==> src/rtl/lane_signal_controller.sv <==
// Round-robin four-way junction lamp controller: GREEN -> YELLOW -> ALL_RED per lane, green time scaled by lane density.
// Optional emergency preemption is enabled by defining EMERGENCY_PREEMPT_EN.
module lane_signal_controller #(
    parameter int TIMER_W       = 8,
    parameter int MIN_GREEN     = 4,
    parameter int GREEN_PER_CAR = 2,
    parameter int MAX_GREEN     = 30,
    parameter int YELLOW_TIME   = 3,
    parameter int ALL_RED_TIME  = 1
) (
    input  logic               clk,
    input  logic               rst,
    input  logic               tick,
    input  logic [3:0]         count1,
    input  logic [3:0]         count2,
    input  logic [3:0]         count3,
    input  logic [3:0]         count4,
`ifdef EMERGENCY_PREEMPT_EN
    input  logic               emerg_req,
    input  logic [1:0]         emerg_lane,
`endif
    output logic [3:0]         green,
    output logic [3:0]         yellow,
    output logic [3:0]         red,
    output logic [1:0]         active_lane,
    output logic [TIMER_W-1:0] green_time,
    output logic [TIMER_W-1:0] timer,
    output logic               phase_start,
    output logic [1:0]         dbg_state
);

    typedef enum logic [1:0] {
        ST_ALL_RED = 2'd0,
        ST_GREEN   = 2'd1,
        ST_YELLOW  = 2'd2
    } state_t;

    localparam int WIDE = TIMER_W + 4;
    localparam logic [TIMER_W-1:0] MAX_G    = TIMER_W'(MAX_GREEN);
    localparam logic [TIMER_W-1:0] YELLOW_T = TIMER_W'(YELLOW_TIME);
    localparam logic [TIMER_W-1:0] ALLRED_T = TIMER_W'(ALL_RED_TIME);
    localparam logic [TIMER_W-1:0] ONE_T    = TIMER_W'(1);

    state_t             state_q, state_d;
    logic [TIMER_W-1:0] timer_q, timer_d;
    logic [1:0]         lane_q, lane_d;
    logic [TIMER_W-1:0] gt_q, gt_d;
    logic               ps_q, ps_d;
    logic [3:0]         green_q, green_d;
    logic [3:0]         yellow_q, yellow_d;
    logic [3:0]         red_q, red_d;

    logic [3:0]         cnt [4];
    logic [3:0]         nz;
    logic [1:0]         lane_sel;
    logic [1:0]         cand;
    logic               found;
    logic [WIDE-1:0]    gt_wide;
    logic [TIMER_W-1:0] gt_calc;
    logic               expire;
    logic               dec;
    logic               preempt;
    logic               hold;
    logic               pend;
    logic [1:0]         pend_lane;

    assign cnt[0] = count1;
    assign cnt[1] = count2;
    assign cnt[2] = count3;
    assign cnt[3] = count4;

`ifdef EMERGENCY_PREEMPT_EN
    logic       pend_q, pend_d;
    logic [1:0] plane_q, plane_d;

    assign preempt   = (state_q == ST_GREEN) && emerg_req && (emerg_lane != lane_q);
    assign hold      = (state_q == ST_GREEN) && emerg_req && (emerg_lane == lane_q);
    assign pend      = pend_q;
    assign pend_lane = plane_q;

    // The preempting lane is latched so it survives the request dropping during YELLOW/ALL_RED.
    always_comb begin
        pend_d  = pend_q;
        plane_d = plane_q;
        if (preempt) begin
            pend_d  = 1'b1;
            plane_d = emerg_lane;
        end else if (state_q == ST_ALL_RED && expire) begin
            pend_d = 1'b0;
        end
    end

    always_ff @(posedge clk or posedge rst) begin
        if (rst) begin
            pend_q  <= 1'b0;
            plane_q <= 2'd0;
        end else begin
            pend_q  <= pend_d;
            plane_q <= plane_d;
        end
    end
`else
    assign preempt   = 1'b0;
    assign hold      = 1'b0;
    assign pend      = 1'b0;
    assign pend_lane = 2'd0;
`endif

    // Round-robin search starting after the last served lane; k==4 revisits the same lane.
    always_comb begin
        for (int i = 0; i < 4; i++) begin
            nz[i] = |cnt[i];
        end
        lane_sel = lane_q + 2'd1;
        found    = 1'b0;
        cand     = 2'd0;
        for (int k = 1; k <= 4; k++) begin
            cand = lane_q + 2'(k);
            if (!found && nz[cand]) begin
                lane_sel = cand;
                found    = 1'b1;
            end
        end
        gt_wide = WIDE'(MIN_GREEN) + WIDE'(cnt[lane_sel]) * WIDE'(GREEN_PER_CAR);
        gt_calc = (gt_wide > WIDE'(MAX_GREEN)) ? MAX_G : gt_wide[TIMER_W-1:0];
    end

    assign expire = tick && (timer_q <= ONE_T);
    assign dec    = tick && (timer_q > ONE_T);

    always_comb begin
        state_d = state_q;
        timer_d = timer_q;
        lane_d  = lane_q;
        gt_d    = gt_q;
        ps_d    = 1'b0;
        case (state_q)
            ST_ALL_RED: begin
                if (expire) begin
                    lane_d  = pend ? pend_lane : lane_sel;
                    gt_d    = pend ? MAX_G : gt_calc;
                    timer_d = gt_d;
                    state_d = ST_GREEN;
                    ps_d    = 1'b1;
                end else if (dec) begin
                    timer_d = timer_q - ONE_T;
                end
            end
            ST_GREEN: begin
                if (preempt || (!hold && expire)) begin
                    state_d = ST_YELLOW;
                    timer_d = YELLOW_T;
                end else if (!hold && dec) begin
                    timer_d = timer_q - ONE_T;
                end
            end
            ST_YELLOW: begin
                if (expire) begin
                    state_d = ST_ALL_RED;
                    timer_d = ALLRED_T;
                end else if (dec) begin
                    timer_d = timer_q - ONE_T;
                end
            end
            default: begin
                state_d = ST_ALL_RED;
                timer_d = ALLRED_T;
            end
        endcase

        green_d  = (state_d == ST_GREEN)  ? (4'b0001 << lane_d) : 4'b0000;
        yellow_d = (state_d == ST_YELLOW) ? (4'b0001 << lane_d) : 4'b0000;
        red_d    = ~(green_d | yellow_d);
    end

    always_ff @(posedge clk or posedge rst) begin
        if (rst) begin
            state_q  <= ST_ALL_RED;
            timer_q  <= ALLRED_T;
            lane_q   <= 2'd3;
            gt_q     <= '0;
            ps_q     <= 1'b0;
            green_q  <= 4'b0000;
            yellow_q <= 4'b0000;
            red_q    <= 4'b1111;
        end else begin
            state_q  <= state_d;
            timer_q  <= timer_d;
            lane_q   <= lane_d;
            gt_q     <= gt_d;
            ps_q     <= ps_d;
            green_q  <= green_d;
            yellow_q <= yellow_d;
            red_q    <= red_d;
        end
    end

    assign green       = green_q;
    assign yellow      = yellow_q;
    assign red         = red_q;
    assign active_lane = lane_q;
    assign green_time  = gt_q;
    assign timer       = timer_q;
    assign phase_start = ps_q;
    assign dbg_state   = state_q;

endmodule

==> config.mk <==
export PLATFORM = sky130hd
export DESIGN_NAME = lane_signal_controller
export DESIGN_NICKNAME = d
export VERILOG_FILES = /design/src/rtl/lane_signal_controller.sv
export SDC_FILE = /design/constraint.sdc
export NUM_CORES = 1
export LEC_CHECK = 0
export ABC_AREA = 1
export CAP_MARGIN = 0
export CORE_UTILIZATION = 52
export CTS_CLUSTER_DIAMETER = 80
export DETAILED_ROUTE_END_ITERATION = 12
export PLACE_DENSITY = 0.85
export SETUP_SLACK_MARGIN = 0.15
export SLEW_MARGIN = 20
export SYNTH_ARGS = -nofsm -noshare
export SYNTH_HDL_FRONTEND = slang
export SYNTH_SLANG_ARGS = --single-unit
==> constraint.sdc <==
create_clock -name clk -period 3.7 [get_ports clk]
set_input_delay 0.74 -clock clk [delete_from_list [all_inputs] [get_ports clk]]
set_output_delay 0.74 -clock clk [all_outputs]
set_load 0.01 [all_outputs]
* Word-level counts from Yosys, hierarchy flattened
Index checks and enable logic that the tools add are counted.
** Operators by class
- Add/subtract/negate cells :: 5
- $lt $le $gt $ge :: 8
- Equality and inequality tests :: 4
- Shift-type cells :: 1
- Multiplexer cells :: 33
- Bitwise operators :: 3
- Reductions and logical operators :: 14
** Operators by type and width (number)
- 8-bit 2-to-1 mux :: 4
- 8-bit case mux with 3 select lines :: 1
- 2-bit 2-to-1 mux :: 8
- 4-bit 2-to-1 mux :: 4
- 4-bit OR reduction :: 4
- 2-bit by 3-bit less-than comparator with 1-bit output (second input constant) :: 4
- 1-bit 2-to-1 mux :: 9
- 1-bit binary-select mux with 2-bit select :: 4
- 4-bit binary-select mux with 2-bit select :: 1
- 8-bit by 1-bit > comparator with 1-bit output (second input constant) :: 1
- 8-bit by 1-bit <= comparator with 1-bit output (second input constant) :: 1
- 8-bit by 1-bit subtractor with 8-bit output (second input constant) :: 1
- 3-bit by 5-bit adder with 6-bit output (first input constant) :: 1
- 6-bit by 5-bit > comparator with 1-bit output (second input constant) :: 1
- 6-bit 2-to-1 mux :: 1
- 2-bit case mux with 3 select lines :: 1
- 1-bit logical AND :: 5
- 2-bit adder (second input constant) :: 2
- 2-bit by 1-bit equality test with 1-bit output (second input constant) :: 2
- 2-bit equality test (second input constant) :: 2
- 4-bit NOT :: 1
- 4-bit bitwise OR :: 1
- 1-bit by 2-bit << shifter with 4-bit output (first input constant) :: 1
- 3-bit greater-or-equal comparator (second input constant) :: 1
- other kinds (5) :: 7
** Word-level totals
- Register bits :: 33

* Longest topological paths before layout
Gate-level depths: netlist of run 1.
- Depth in word-level cells :: 22
- Depth in mapped cells :: 23

* Worst setup path before layout of run 1
OpenSTA, ideal clock, no wires.
- Path type :: in2reg
- From :: input port count1[0]
- To :: register timer_q[4], in the netlist timer[4]
- Arrival :: 2403 ps
- Data required time :: 3580 ps
- Setup slack :: 1177 ps
- Stages :: 19
- Cells stage by stage :: nor2_1 nand3_1 nand3_1 nand2_2 nor2_8 nand3_2 nand2_4 nand2_8 nand2_1 nand2_1 nand2_1 nand2_1 ha_1 inv_1 nand3_1 nand2_1 nand3_1 nand3_1 nand2_1
** Between the ends
- Word-level cells in the longest chain between the ends :: 22
- Elaborated cells between the ends (all ways) :: 30
- Those cells by class :: add/sub (1); order compare (1); mux (20); bitwise (1); reduce/logical (7)
** RTL lines
- from (decl) :: RTL line 14 : input logic [3:0] count1,
- 4-bit OR reduction :: RTL line 112 : nz[i] = |cnt[i];
- 1-bit binary-select mux with 2-bit select :: RTL line 119 : if (!found && nz[cand]) begin
- 1-bit 2-to-1 mux (implied by the code) :: RTL line 119
- 1-bit 2-to-1 mux :: RTL line 119
- 1-bit logical NOT :: RTL line 119
- 1-bit logical AND :: RTL line 119
- 1-bit 2-to-1 mux :: RTL line 119
- 1-bit logical NOT :: RTL line 119
- [... 6 more ...]
- 4-bit binary-select mux with 2-bit select (*) :: RTL line 124 : gt_wide = WIDE'(MIN_GREEN) + WIDE'(cnt[lane_sel]) * WIDE'(GREEN_PER_CAR);
- 4-bit 2-to-1 mux (implied by the code) (*) (2 in a row) :: RTL line 124
- 3-bit by 5-bit adder with 6-bit output (*) :: RTL line 124
- 6-bit by 5-bit > comparator with 1-bit output :: RTL line 125 : gt_calc = (gt_wide > WIDE'(MAX_GREEN)) ? MAX_G : gt_wide[TIMER_W-1:0];
- 6-bit 2-to-1 mux (*) :: RTL line 125
- 8-bit 2-to-1 mux (*) :: RTL line 139 : if (expire) begin
- 8-bit case mux with 3 select lines (*) :: RTL line 137 : case (state_q)
- named net timer_d[4] :: RTL line 45 : logic [TIMER_W-1:0] timer_q, timer_d;
- to (signal assigned) :: RTL line 188 : timer_q <= timer_d;
- to (decl) :: RTL line 45
Mark *: on every way through the listed nets, which the timed path passes. The rest lies on a longest branch. The select of a mux whose other input is x is not followed.
A chain may end at the register's enable or synchronous reset.

* Worst setup path in the final report of run 1
- From :: input port count1[1]
- To :: register timer_q[4], in the netlist timer[4]
Same word-level chain as after synthesis.

==> metrics.yaml, run 1 <==
critical_path:
  crit_end: "timer[4]"
  worstPathMaxFanout: 8
  setup.worst_path.start: "count1[1]"
  crit_chain: "clkdlybuf4s50_1, nor2_1, nand3_1, nand2_1, nand2_1, nand2_1, nand2_1, nand2_1, nand2_1, nand2_1, nand2_1, nand2_2, inv_1, nand2_1, nand2_1, ha_1, inv_1, nand3_1, nand2_1, nand3_1, nand3_1, nand2_1"
  path_depth: 22
  critPathTopFamily: "simple AND/OR/NAND/NOR gates"
  cp.arrival_ns: 3.18
  r2r-end: "timer[4]"
  critPathLaunchType: "primary input"
  regToRegStartpoint: "active_lane[0]"
  endpoint_kind: "flip-flop"
  critPathKind: "primary input to flip-flop"
  worst-path-buf-inv: 3
  ff2ff_path_depth: 20
  slowest_stage: "clkdlybuf4s50_1"
  critPathRequiredTime_ns: 3.88
  r2r_setup_slack_ns: 1.06
  slowest_delay_ns: 0.43
  cpMostUsedCell: "nand2_1"
global_route:
  antenna_found_initial: 0
  grt_pass1_wl_um: 7880
  track_usage_pct: 25.8
  grt_overflow: 0
  grt_max_degree: 30
  grt_pass1_vias: 1831
die:
  die_w_um: 63.0
  dieArea_sq_um: 3970
  io_pins: 52
  core_area_sq_um: 3440
  row_count: 21
  initial_core_util_pct: 56.2
  die_h_um: 63.0
logic_synthesis:
  synthArstFlopShare_pct: 100
  syn_inst: 264
  ys.flop_type: "dfrtp_1"
  yosys_warnings: 0
  synth_area_leaders: "dfrtp_1 30%, nand2_1 14%, dfstp_2 9.5%"
  synth_edf_count: 0
  yosys.cell_types.count: 36
  seq_area_frac_synth_pct: 39.2
  netlist_area_sq_um: 1940
  ys_ff_latch: 30
  synth_top_cell_area_share_pct: 29.7
  synth.avg_cell_area_sq_um: 7.33
  yosysTopAreaCell: "dfrtp_1"
place:
  globalplace.congestion: 0.878
  post-place-ws_ns: 0.415
  hpwl_um: 3450
  placed_area_sq_um: 2450
  port_buffers: 48
timing:
  fmax_mhz: 333
  fin_worst_skew_ns: 0.00528
  final_max_slew_viol_count: 0
  tns_ns: 0
  finalSetupViolCount: 0
  final_hold_viol_count: 0
  worst_slack_ns: 0.697
  relSlewSlack_pct: 61.1
  fin_crit_ns: 3.00
  worst_hold_slack_ns: 0.477
  period_share_pct: 81.2
  worst_pin_slew_ns: 0.582
  rsz0062_at_grt: "no"
detailed_routing:
  first_pass_iters: 4
  ant_nets: 0
  viasPerCell: 5.07
  drcViolationCount: 0
  vias: 1851
  wl_per_cell_um: 12.3
  routed_wl_um: 4500
  drt_iter0_markers: 130
min_path:
  hp-class: "flip-flop to flip-flop"
finish:
  num_antenna_cells: 0
  layout_commonest_cell: "nand2_1"
  mostFrequentLayoutCells: "72 x nand2_1, 48 x clkdlybuf4s50_1, 36 x nor2_1, 36 x nand3_1, 33 x inv_1"
  multiInputGateArea_sq_um: 993
  stdcell_area_sq_um: 2550
  syn2layout_area_growth_pct: 31.7
  nNetsFinal: 340
  drive_above_1_share_pct: 13.2
  seqCellArea_sq_um: 759
  fillCellCount: 283
clocking:
  postCtsHoldBufs: 0
  clock_sinks: 30
  path_clk_slew_ns: 0.06
  clk_latency_ns: 0.29
  htreeDepth: 2
  cts_made_buffers: 5
  cts_root_buffer: "clkbuf_8"
  clk_path_buf_depth: 2
  cts-resized-gates: 0
  cts_tree: "built"
  cts_setup_buffers: 0
power:
  power_frac_seq_pct: 25.2
  power.density_nw_per_um2: 867
  intPower_mw: 1.17
  power.leakage_nw: 1.29
  swShare_pct: 47.2
  vdd_drop_max_mv: 0.498
  power_frac_comb_pct: 62.3
  power_switching_mw: 1.04
  clkPwrFrac_pct: 12.5
flow_run:
  cap_violations: 0
status:
  status: "finished clean"
[worst reg2reg max path, stage by stage (launching register included)]
cell     delay, ns
dfstp_2       0.65
inv_2         0.13
nand3_1       0.14
nand3_1       0.10
nand2_2       0.15
nand2_1       0.09
nand2_1       0.06
nand2_1       0.05
nand2_1       0.05
nand2_1       0.05
nand2_2       0.15
inv_1         0.10
nand2_1       0.07
nand2_1       0.09
ha_1          0.23
inv_1         0.06
nand3_1       0.07
nand2_1       0.08
nand3_1       0.08
nand3_1       0.07
nand2_1       0.05
[worst min path at each step]
stage          depth (start not counted)          start             to  slack [ns]
6_report                               2  green_time[4]  green_time[4]        0.48
5_1_grt                                2  green_time[5]  green_time[5]        0.51
4_1_cts                                2  green_time[4]  green_time[4]        0.48
3_5_place_dp                           2  green_time[4]  green_time[4]        0.47
3_3_place_gp                           2  green_time[5]  green_time[5]        0.46
2_1_floorplan                          2  green_time[5]  green_time[5]        0.50
[synth_stat cells, types with 2 or more instances]
cell       n
nand2_2    4
nand3_2    4
a21oi_1    6
xor2_1     2
nand3b_1   3
ha_1       3
buf_4      3
o21ai_0    4
nand3_1   36
inv_2      5
nor2_1    36
nor2_4     2
dfrtp_1   23
nand2_1   72
dfstp_2    7
inv_1     34
[power by group through the flow]
stage / clock network, mW / registers (mW) / logic (mW)
after floorplan: 0 / 0.590 / 0.926
after global placement: 0 / 0.560 / 1.33
after detailed placement: 0 / 0.561 / 1.36
after CTS: 0.277 / 0.557 / 1.37
after global routing: 0.295 / 0.572 / 1.54
final: 0.276 / 0.558 / 1.38
[per-layer routing]
layer | part of all wire (%) | GRT usage [%] | up-vias
met4 | 2.1 | 11.6 | 0
li1 | - | - | 932
met3 | 4.9 | 6.57 | 12
met1 | 44 | 30.6 | 858
met2 | 48 | 43.5 | 49
met5 | 0 | 0 | -
[per-stage QoR]
stage / power, mW / cells / util, %
2_1_floorplan: 1.52 / 266 / -
4_1_cts: 2.21 / 365 / 74.1
3_3_place_gp: 1.89 / 357 / 71.3
6_report: 2.21 / 365 / 74.1
5_1_grt: 2.41 / 365 / 74.1
3_5_place_dp: 1.92 / 357 / 71.3
[flip-flops by register name, summed over array words and instances (netlist names)]
name         cells
timer            8
dbg_state        2
yellow           4
green            4
green_time       5
active_lane      2
red              4
phase_start      1
[cells by family after synthesis]
kind of cell / share of synthesized area [%]
AND/OR/NAND/NOR: 40.8
buffers and inverters: 9.83
flip-flops: 39.2
AO/OA/AOI/OAI: 5.82
XOR/XNOR: 2.20
adder cells (fa/ha/maj): 1.94
other: 0.194
[final cells by class]
| cell class | instances | area share [%] |
|---|---|---|
| inverters | 41 | 6.13 |
| clock buffers | 6 | 3.24 |
| well taps | 46 | 2.26 |
| flip-flops and latches | 30 | 29.8 |
| clock inverters | 2 | 0.491 |
| repair buffers | 49 | 19.1 |
| multi-input cells | 191 | 39.0 |
Power figures use the tool's default switching activity.
==> inputs of run 2 (changes only) <==
--- a/config.mk
+++ b/config.mk
@@ -7,10 +7,10 @@
 export LEC_CHECK = 0
 export ABC_AREA = 1
 export CAP_MARGIN = 0
-export CORE_UTILIZATION = 52
+export CORE_UTILIZATION = 44
 export CTS_CLUSTER_DIAMETER = 80
 export DETAILED_ROUTE_END_ITERATION = 12
-export PLACE_DENSITY = 0.85
+export PLACE_DENSITY = 0.77
 export SETUP_SLACK_MARGIN = 0.15
 export SLEW_MARGIN = 20
 export SYNTH_ARGS = -nofsm -noshare
==> constraint.sdc (replaced) <==
create_clock -name clk -period 2.6 [get_ports clk]
set_input_delay 0.52 -clock clk [delete_from_list [all_inputs] [get_ports clk]]
set_output_delay 0.52 -clock clk [all_outputs]
set_load 0.01 [all_outputs]
==> metrics.yaml, run 2 (synthesized netlist as in run 1, its figures left out) <==
critical_path:
  slowest_delay_ns: 0.57  # +0.14 ns
  critPathRequiredTime_ns: 2.77  # -1.11 ns
  critPathKind: "flip-flop to flip-flop"
  slowest_stage: "dfstp_2"
  critPathLaunchType: "flip-flop"
  cpMostUsedCell: "nand3_1"
  worstPathMaxFanout: 6  # -2
  crit_chain: "buf_12, xnor2_4, inv_2, nand3_4, nand2_4, nor2_8, nand4_4, nand2_8, nand2_1, nand3_1, nand2_1, inv_2, ha_4, nand3_1, nand2_2, nand3_1, nand3_1, nand2_1"
  endpoint_kind: "flip-flop"
  cp.arrival_ns: 2.72  # -0.46 ns
detailed_routing:
  ant_nets: 0  # unchanged
  wl_per_cell_um: 14.3  # +16%
  viasPerCell: 5.05  # -0.33%
  vias: 2042  # +10%
  drcViolationCount: 0  # unchanged
  drt_iter0_markers: 143  # +10%
  routed_wl_um: 5790  # +29%
  first_pass_iters: 4  # unchanged
global_route:
  grt_max_degree: 16  # -47%
  grt_pass1_wl_um: 8310  # +5.4%
  antenna_found_initial: 0  # unchanged
  grt_pass1_vias: 1918  # +4.8%
  grt_overflow: 0  # unchanged
  track_usage_pct: 24.6  # -1.2 points
finish:
  stdcell_area_sq_um: 3110  # +22%
  drive_above_1_share_pct: 34.7  # +22 points
  fillCellCount: 289  # +2.1%
  mostFrequentLayoutCells: "62 x nand2_1, 32 x clkdlybuf4s50_1, 30 x buf_4"
  nNetsFinal: 375  # +10%
  stdcell_count: 404  # +11%
  layout_commonest_cell: "nand2_1"
  final_core_util_pct: 75.6  # +1.6 points
  num_antenna_cells: 0  # unchanged
  largest_reg_flops: 8  # unchanged
  multiInputGateArea_sq_um: 1250  # +25%
  seqCellArea_sq_um: 759  # unchanged
  syn2layout_area_growth_pct: 60.8
timing:
  worst_pin_slew_ns: 0.509  # -0.0729 ns
  final_hold_viol_count: 0  # unchanged
  final_max_slew_viol_count: 0  # unchanged
  finalSetupViolCount: 0  # unchanged
  tns_ns: 0  # unchanged
  worst_hold_slack_ns: 0.453  # -0.0246 ns
  fin_worst_skew_ns: 0.00302  # -0.00226 ns
  fmax_mhz: 393
  worst_slack_ns: 0.0558  # -0.641 ns
  rsz0062_at_grt: "yes"
  fin_crit_ns: 2.54
  relSlewSlack_pct: 66.1  # +4.9 points
  period_share_pct: 97.9
clocking:
  htreeDepth: 2  # unchanged
  path_clk_slew_ns: 0.06  # about the same
  clock_sinks: 30  # unchanged
  clk_latency_ns: 0.28  # about the same
  clk_path_buf_depth: 2  # unchanged
  cts_root_buffer: "clkbuf_8"
  cts_made_buffers: 5  # unchanged
  postCtsHoldBufs: 0  # unchanged
  cts_tree: "built"
power:
  power.leakage_nw: 1.55  # +20%
  p_total_mw: 4.15  # +88%
  power.density_nw_per_um2: 1330  # +54%
  vdd_drop_max_mv: 0.995  # +100%
place:
  dp_cells: 379  # +6.2%
  globalplace.congestion: 0.917  # +4.5%
  placed_area_sq_um: 2590  # +5.7%
  post-place-ws_ns: -0.354  # -0.769 ns
  port_buffers: 48  # unchanged
  hpwl_um: 3570  # +3.7%
die:
  initial_core_util_pct: 47.0  # -9.2 points
  core_area_sq_um: 4120  # +20%
  die_w_um: 68.3  # +8.4%
  die_h_um: 68.3  # +8.4%
  row_count: 23  # +9.5%
  io_pins: 52  # unchanged
  dieArea_sq_um: 4670  # +18%
min_path:
  hp-class: "primary input to async pin"
flow_run:
  cap_violations: 0  # unchanged
status:
  status: "finished clean"
==> run 2: path summary, 6_finish.rpt <==
kind / from / slack (ns) / cells after the start / endpoint
max reg2reg: active_lane[0] / 0.06 / 18 / timer[4]
max in group asynchronous: rst / 1.62 / 3 / red[1]
min in group clk: green_time[4] / 0.48 / 2 / green_time[4]
min: rst / 0.45 / 2 / timer[6]
min reg2reg: green_time[4] / 0.48 / 2 / green_time[4]
max: active_lane[0] / 0.06 / 18 / timer[4]
==> run 2: what timing repair did <==
| item | CTS | global route |
|---|---|---|
| hold endpoints to repair | 0 | 0 |
| cloned | 0 | 0 |
| pin swaps | 22 | 20 |
| endpoints found under the setup margin | 14 | 19 |
| gates resized for setup | 47 | 38 |
| setup buffers | 8 | 9 |
==> run 2: cell type report <==
cell class                 count  area share, %
multi-input combinational    191           40.0
clock buffer                   5           2.21
tap                           50           2.01
clock inverter                 3           1.29
timing repair buffer          84           24.9
inverter                      41           5.18
sequential                    30           24.4
==> run 2: worst max-delay path: cells and delay by family, from the launching register on <==
kind	cells	cell delay, ns
flops	1	0.57
simple gates	13	1.21
buf+inv	3	0.33
fa+ha+maj	1	0.14
xor+xnor	1	0.15
==> run 2: report_power, final <==
group | switching, mW | internal (mW)
Clock | 0.180 | 0.282
Combinational | 1.60 | 1.32
Sequential | 0.128 | 0.650
==> run 2: layer usage <==
| metal | vias to the layer above | track usage (%) | share of wire (%) |
|---|---|---|---|
| li1 | 997 | - | - |
| met1 | 982 | 27.7 | 42 |
| met2 | 55 | 44.2 | 53 |
| met3 | 8 | 5.00 | 4.2 |
| met4 | 0 | 10.9 | 1.6 |
| met5 | - | 0 | 0 |
